[config.mk]
export PLATFORM = sky130hd
export DESIGN_NAME = div_ctrl
export DESIGN_NICKNAME = d
export VERILOG_FILES = /design/src/rtl/div_ctrl.sv
export SDC_FILE = /design/constraint.sdc
export NUM_CORES = 1
export LEC_CHECK = 0
export BUFFER_PORTS_ARGS = -buffer_cell sky130_fd_sc_hd__buf_2
export CAP_MARGIN = 10
export CORE_MARGIN = 2
export CORE_UTILIZATION = 45
export DETAILED_ROUTE_END_ITERATION = 7
export PLACE_DENSITY = 0.76
export RECOVER_POWER = 50
export REMOVE_ABC_BUFFERS = 1
export SLEW_MARGIN = 25
export SYNTH_ARGS = -nofsm -noshare
export SYNTH_HDL_FRONTEND = slang
export SYNTH_SLANG_ARGS = --single-unit
[constraint.sdc]
create_clock -name clk -period 2.3 [get_ports clk]
set_input_delay 0.46 -clock clk [delete_from_list [all_inputs] [get_ports clk]]
set_output_delay 0.46 -clock clk [all_outputs]
set_load 0.005 [all_outputs]
[src/rtl/div_ctrl.sv]
// div_ctrl: handshake controller around an external 4-step restoring divider.
// Accepts a dividend/divisor pair, loads the divider, waits out its four steps,
// captures quotient and remainder, and presents them until the consumer takes them.
//
// Ports:
//   clk, rst              rising-edge clock, synchronous active-high reset
//   in_valid/in_ready     operand handshake (in_a dividend, in_b divisor)
//   out_valid/out_ready   result handshake (out_q quotient, out_r remainder, out_err div-by-zero)
//   div_ld                one-cycle load strobe to the divider
//   div_a, div_b          registered operands held for the divider
//   div_y                 quotient returned by the divider
//
// Build option: define DIV_ZERO_CHK_EN to short-circuit a zero divisor straight
// to the result stage with out_err set; otherwise out_err is tied low.
module div_ctrl (
    input  logic       clk,
    input  logic       rst,
    input  logic       in_valid,
    output logic       in_ready,
    input  logic [3:0] in_a,
    input  logic [3:0] in_b,
    output logic       out_valid,
    input  logic       out_ready,
    output logic [3:0] out_q,
    output logic [3:0] out_r,
    output logic       out_err,
    output logic       div_ld,
    output logic [3:0] div_a,
    output logic [3:0] div_b,
    input  logic [3:0] div_y
);

    localparam int unsigned W = 4;

    typedef enum logic [2:0] {
        S_IDLE = 3'd0,
        S_LOAD = 3'd1,
        S_CALC = 3'd2,
        S_CAPT = 3'd3,
        S_OUT  = 3'd4
    } state_e;

    state_e         state_q, state_d;
    logic [1:0]     step_q, step_d;
    logic [W-1:0]   div_a_q, div_a_d;
    logic [W-1:0]   div_b_q, div_b_d;
    logic [W-1:0]   out_q_q, out_q_d;
    logic [W-1:0]   out_r_q, out_r_d;
    logic           in_ready_q, in_ready_d;
    logic           out_valid_q, out_valid_d;
    logic           div_ld_q, div_ld_d;
    logic           out_err_d;
    logic           accept_c;

    assign accept_c = in_valid & in_ready_q;

    // Next-state and next-output logic; handshake outputs follow the next state.
    always_comb begin
        state_d   = state_q;
        step_d    = step_q;
        div_a_d   = div_a_q;
        div_b_d   = div_b_q;
        out_q_d   = out_q_q;
        out_r_d   = out_r_q;
        out_err_d = 1'b0;

        case (state_q)
            S_IDLE: begin
                if (accept_c) begin
                    div_a_d = in_a;
                    div_b_d = in_b;
                    state_d = S_LOAD;
`ifdef DIV_ZERO_CHK_EN
                    if (in_b == W'(0)) begin
                        state_d   = S_OUT;
                        out_q_d   = {W{1'b1}};
                        out_r_d   = in_a;
                        out_err_d = 1'b1;
                    end
`endif
                end
            end
            S_LOAD: begin
                state_d = S_CALC;
                step_d  = 2'd0;
            end
            S_CALC: begin
                step_d = 2'(step_q + 2'd1);
                if (step_q == 2'd3) begin
                    state_d = S_CAPT;
                end
            end
            S_CAPT: begin
                out_q_d = div_y;
                // Remainder reconstructed from the quotient, truncated to operand width.
                out_r_d = W'(div_a_q - W'(div_y * div_b_q));
                state_d = S_OUT;
            end
            S_OUT: begin
                if (out_ready) begin
                    state_d = S_IDLE;
                end
            end
            default: begin
                state_d = S_IDLE;
            end
        endcase

        in_ready_d  = (state_d == S_IDLE);
        out_valid_d = (state_d == S_OUT);
        div_ld_d    = (state_d == S_LOAD);
    end

`ifdef DIV_ZERO_CHK_EN
    logic out_err_q;

    // Error flag changes only when a new result is written.
    always_ff @(posedge clk) begin
        if (rst) begin
            out_err_q <= 1'b0;
        end else if ((state_q == S_CAPT) || (state_q == S_IDLE && accept_c)) begin
            out_err_q <= out_err_d;
        end
    end

    assign out_err = out_err_q;
`else
    logic unused_err;
    assign unused_err = out_err_d;
    assign out_err    = 1'b0;
`endif

    // State and registered outputs.
    always_ff @(posedge clk) begin
        if (rst) begin
            state_q     <= S_IDLE;
            step_q      <= 2'd0;
            div_a_q     <= '0;
            div_b_q     <= '0;
            out_q_q     <= '0;
            out_r_q     <= '0;
            in_ready_q  <= 1'b1;
            out_valid_q <= 1'b0;
            div_ld_q    <= 1'b0;
        end else begin
            state_q     <= state_d;
            step_q      <= step_d;
            div_a_q     <= div_a_d;
            div_b_q     <= div_b_d;
            out_q_q     <= out_q_d;
            out_r_q     <= out_r_d;
            in_ready_q  <= in_ready_d;
            out_valid_q <= out_valid_d;
            div_ld_q    <= div_ld_d;
        end
    end

    assign in_ready  = in_ready_q;
    assign out_valid = out_valid_q;
    assign div_ld    = div_ld_q;
    assign div_a     = div_a_q;
    assign div_b     = div_b_q;
    assign out_q     = out_q_q;
    assign out_r     = out_r_q;

endmodule

==> flow_metrics.env <==
export IMPL_ctsRootBufferMaster="clkbuf_4"
export IMPL_grt_pass1_wl_mm=4.49
export IMPL_peakVddDrop_uv=385
export IMPL_synthCells=138
export IMPL_fp_row_count=19
export IMPL_wl_per_cell_um=12.6
export IMPL_p_total_mw=0.922
export IMPL_stdcell_count=206
export IMPL_cap_viol_max_count=0
export IMPL_place_inst=203
export IMPL_worstMarginPinSlew_ps=671
export IMPL_fill_cells=260
export IMPL_seq_area_frac_synth=0.386
export IMPL_crit_fanout=3
export IMPL_die_w_um=56.6
export IMPL_grt_pass1_vias=1066
export IMPL_die_h_um=56.6
export IMPL_cp_start_kind="register"
export IMPL_overflow=0
export IMPL_area_delta_synth_final_pct=24.3
export IMPL_antenna_found_initial=0
export IMPL_portBuffers=34
export IMPL_critical_path_top_delay_family="adder cells"
export IMPL_num_vias=1043
export IMPL_diodes=0
export IMPL_clkTransAtPathRegs_ps=120
export IMPL_clock_fmax_mhz=464
export IMPL_antenna_left=0
export IMPL_setup_viol_count_final=0
export IMPL_final_nets=203
export IMPL_r2r_setup_slack_ps=150
export IMPL_critPathKind="register to register"
export IMPL_slew_headroom=0.551
export IMPL_dieArea_um2=3200
export IMPL_rsz0062_at_grt="false"
export IMPL_coreArea_um2=2690
export IMPL_drv_slew=0
export IMPL_finalHoldViolCount=0
export IMPL_grt_max_degree=25
export IMPL_regToRegStartpoint="div_b[1]"
export IMPL_routed_wl_mm=2.61
export IMPL_dpl_hpwl_mm=2.04
export IMPL_route_detailed_drc=0
export IMPL_synth_seq_cells=24
export IMPL_powerDensity_nw_per_um2=596
export IMPL_ios=36
export IMPL_crit_path_end_kind="register"
export IMPL_whs_path_depth=3
export IMPL_drt_initial_drc_count=37
export IMPL_place_congestion=0.804
export IMPL_path_cells="and2_4 -> ha_4 -> inv_2 -> fa_1 -> ha_1 -> o21ai_1 -> nand2b_1 -> a21oi_2 -> xnor2_1 -> a211oi_2"
export IMPL_clockBufferDepth=2
export IMPL_synth_cell_types=34
export IMPL_finClkSkew_ps=2.15
export IMPL_first_pass_iters=4
export IMPL_clock_sinks=24
export IMPL_start_util=0.463
export IMPL_max_stage_delay_ps=450
export IMPL_cts_tree="yes"
export IMPL_ys_warn_count=0
export IMPL_r2r_cells=10
export IMPL_period_share=0.936
export IMPL_clkLatencyLatePin_ps=300
export IMPL_syn_area_per_cell_um2=9.02
export IMPL_cp_buffers_inverters=1
export IMPL_drive_above_1_share=0.343
export IMPL_finalCriticalPeriod_ps=2150
export IMPL_r2r_end="out_r[3]"
export IMPL_async_flop_share=0
export IMPL_netlist_area_um2=1240
export IMPL_cts_buffers_inserted=3
export IMPL_power_leakage_nw=0.693
export IMPL_min_path_type="input port to register"
export IMPL_cp_arrival_ps=2330
export IMPL_synth_ff_type="dfxtp_1"
export IMPL_htreeDepth=1
export IMPL_slowest_stage="fa_1"
export IMPL_outcome="completed"
export IMPL_postLayoutCellArea_um2=1550
export IMPL_final_cell_mix="buf_2 (32), dfxtp_1 (21), nand2_1 (17), nor2_1 (17)"
export IMPL_layout_commonest_cell="buf_2"
export IMPL_synth_edf_count=0
export IMPL_postPlaceCellArea_um2=1470
export IMPL_min_to="div_b[0]"
export IMPL_vias_per_cell=5.06
export IMPL_min_from="in_b[0]"
export IMPL_grtUsageTotal=0.174
export IMPL_required_ps=2480
==> power by group <==
part,internal (mW),switching (mW)
Combinational,0.142,0.133
Clock,0.0610,0.112
Sequential,0.445,0.0292
Total,0.648,0.274
==> routing by layer <==
metal / GRT usage / share of wire / vias to the layer above
li1: - / - / 528
met1: 0.191 / 0.39 / 486
met2: 0.327 / 0.56 / 27
met3: 0.0369 / 0.046 / 2
met4: 0.0578 / 0.0054 / 0
met5: 0 / 0 / -
==> registers in the layout, summed over array words and instances, names as in the netlist <==
register / count
state_q: 3
out_q: 4
div_ld: 1
in_ready: 1
out_valid: 1
step_q: 2
div_b: 4
div_a: 4
out_r: 4
==> Yosys cell counts (all sizes together), types with 2 or more instances <==
cell type / count / area (um^2)
a211oi: 3 / 27.5
a21oi: 10 / 53.8
and2: 5 / 33.8
buf: 3 / 17.5
clkbuf: 3 / 11.3
dfxtp: 24 / 480
fa: 3 / 60.1
ha: 7 / 87.6
inv: 8 / 30.0
mux2i: 9 / 90.1
nand2: 18 / 70.1
nand2b: 2 / 12.5
nand3: 3 / 15.0
nor2: 19 / 81.3
nor3: 2 / 10.0
o21ai: 2 / 10.0
xnor2: 8 / 70.1
==> kinds of logic after synthesis <==
group / synth area share
AO/OA/AOI/OAI: 0.0925
XOR/XNOR: 0.0814
AND/OR/NAND/NOR: 0.190
flip-flops: 0.386
adder cells (fa/ha/maj): 0.119
other: 0.00301
multiplexers: 0.0814
buffers and inverters: 0.0472
==> layout make-up <==
class                           instances  area (um^2)  area share
Tap cell                               31         38.8      0.0251
Inverter                                8         30.0      0.0194
Multi-Input combinational cell        100          759       0.491
Sequential cell                        24          484       0.313
Timing Repair Buffer                   40          213       0.137
Clock buffer                            3         22.5      0.0146
==> per-stage QoR <==
step	setup WS (ps)	utilization	TNS (ps)	hold WS (ps)
global placement	-193	0.547	-463	445
CTS	10.7	0.557	0	372
global route	3.69	0.576	0	392
floorplan	-11.6	-	-11.6	442
finish	146	0.576	0	386
detailed placement	-243	0.547	-577	452
==> worst reg2reg max path, stage by stage, from the launching register on <==
cell      delay, ps
dfxtp_2         350
and2_4          160
ha_4            250
inv_2            30
fa_1            450
ha_1            280
o21ai_1          80
nand2b_1         80
a21oi_2         130
xnor2_1         140
a211oi_2         80
==> worst max-delay path by stage <==
stage / startpoint / to / slack [ps] / cells after the start
after floorplan: div_y[0] / out_r[3] / -10 / 10
after global placement: div_y[0] / out_r[2] / -190 / 10
after detailed placement: div_y[0] / out_r[3] / -240 / 9
after CTS: div_b[2] / out_r[3] / 10 / 8
after global routing: div_b[1] / out_r[3] / 4 / 10
final: div_b[1] / out_r[3] / 150 / 10
==> timing repair <==
action,4_1_cts,5_1_grt
hold buffers,0,0
setup buffers,0,0
resized for setup,2,10
pin swaps,2,7
setup endpoints to repair,1,2
No activity file was read; power rests on OpenSTA's default activity.
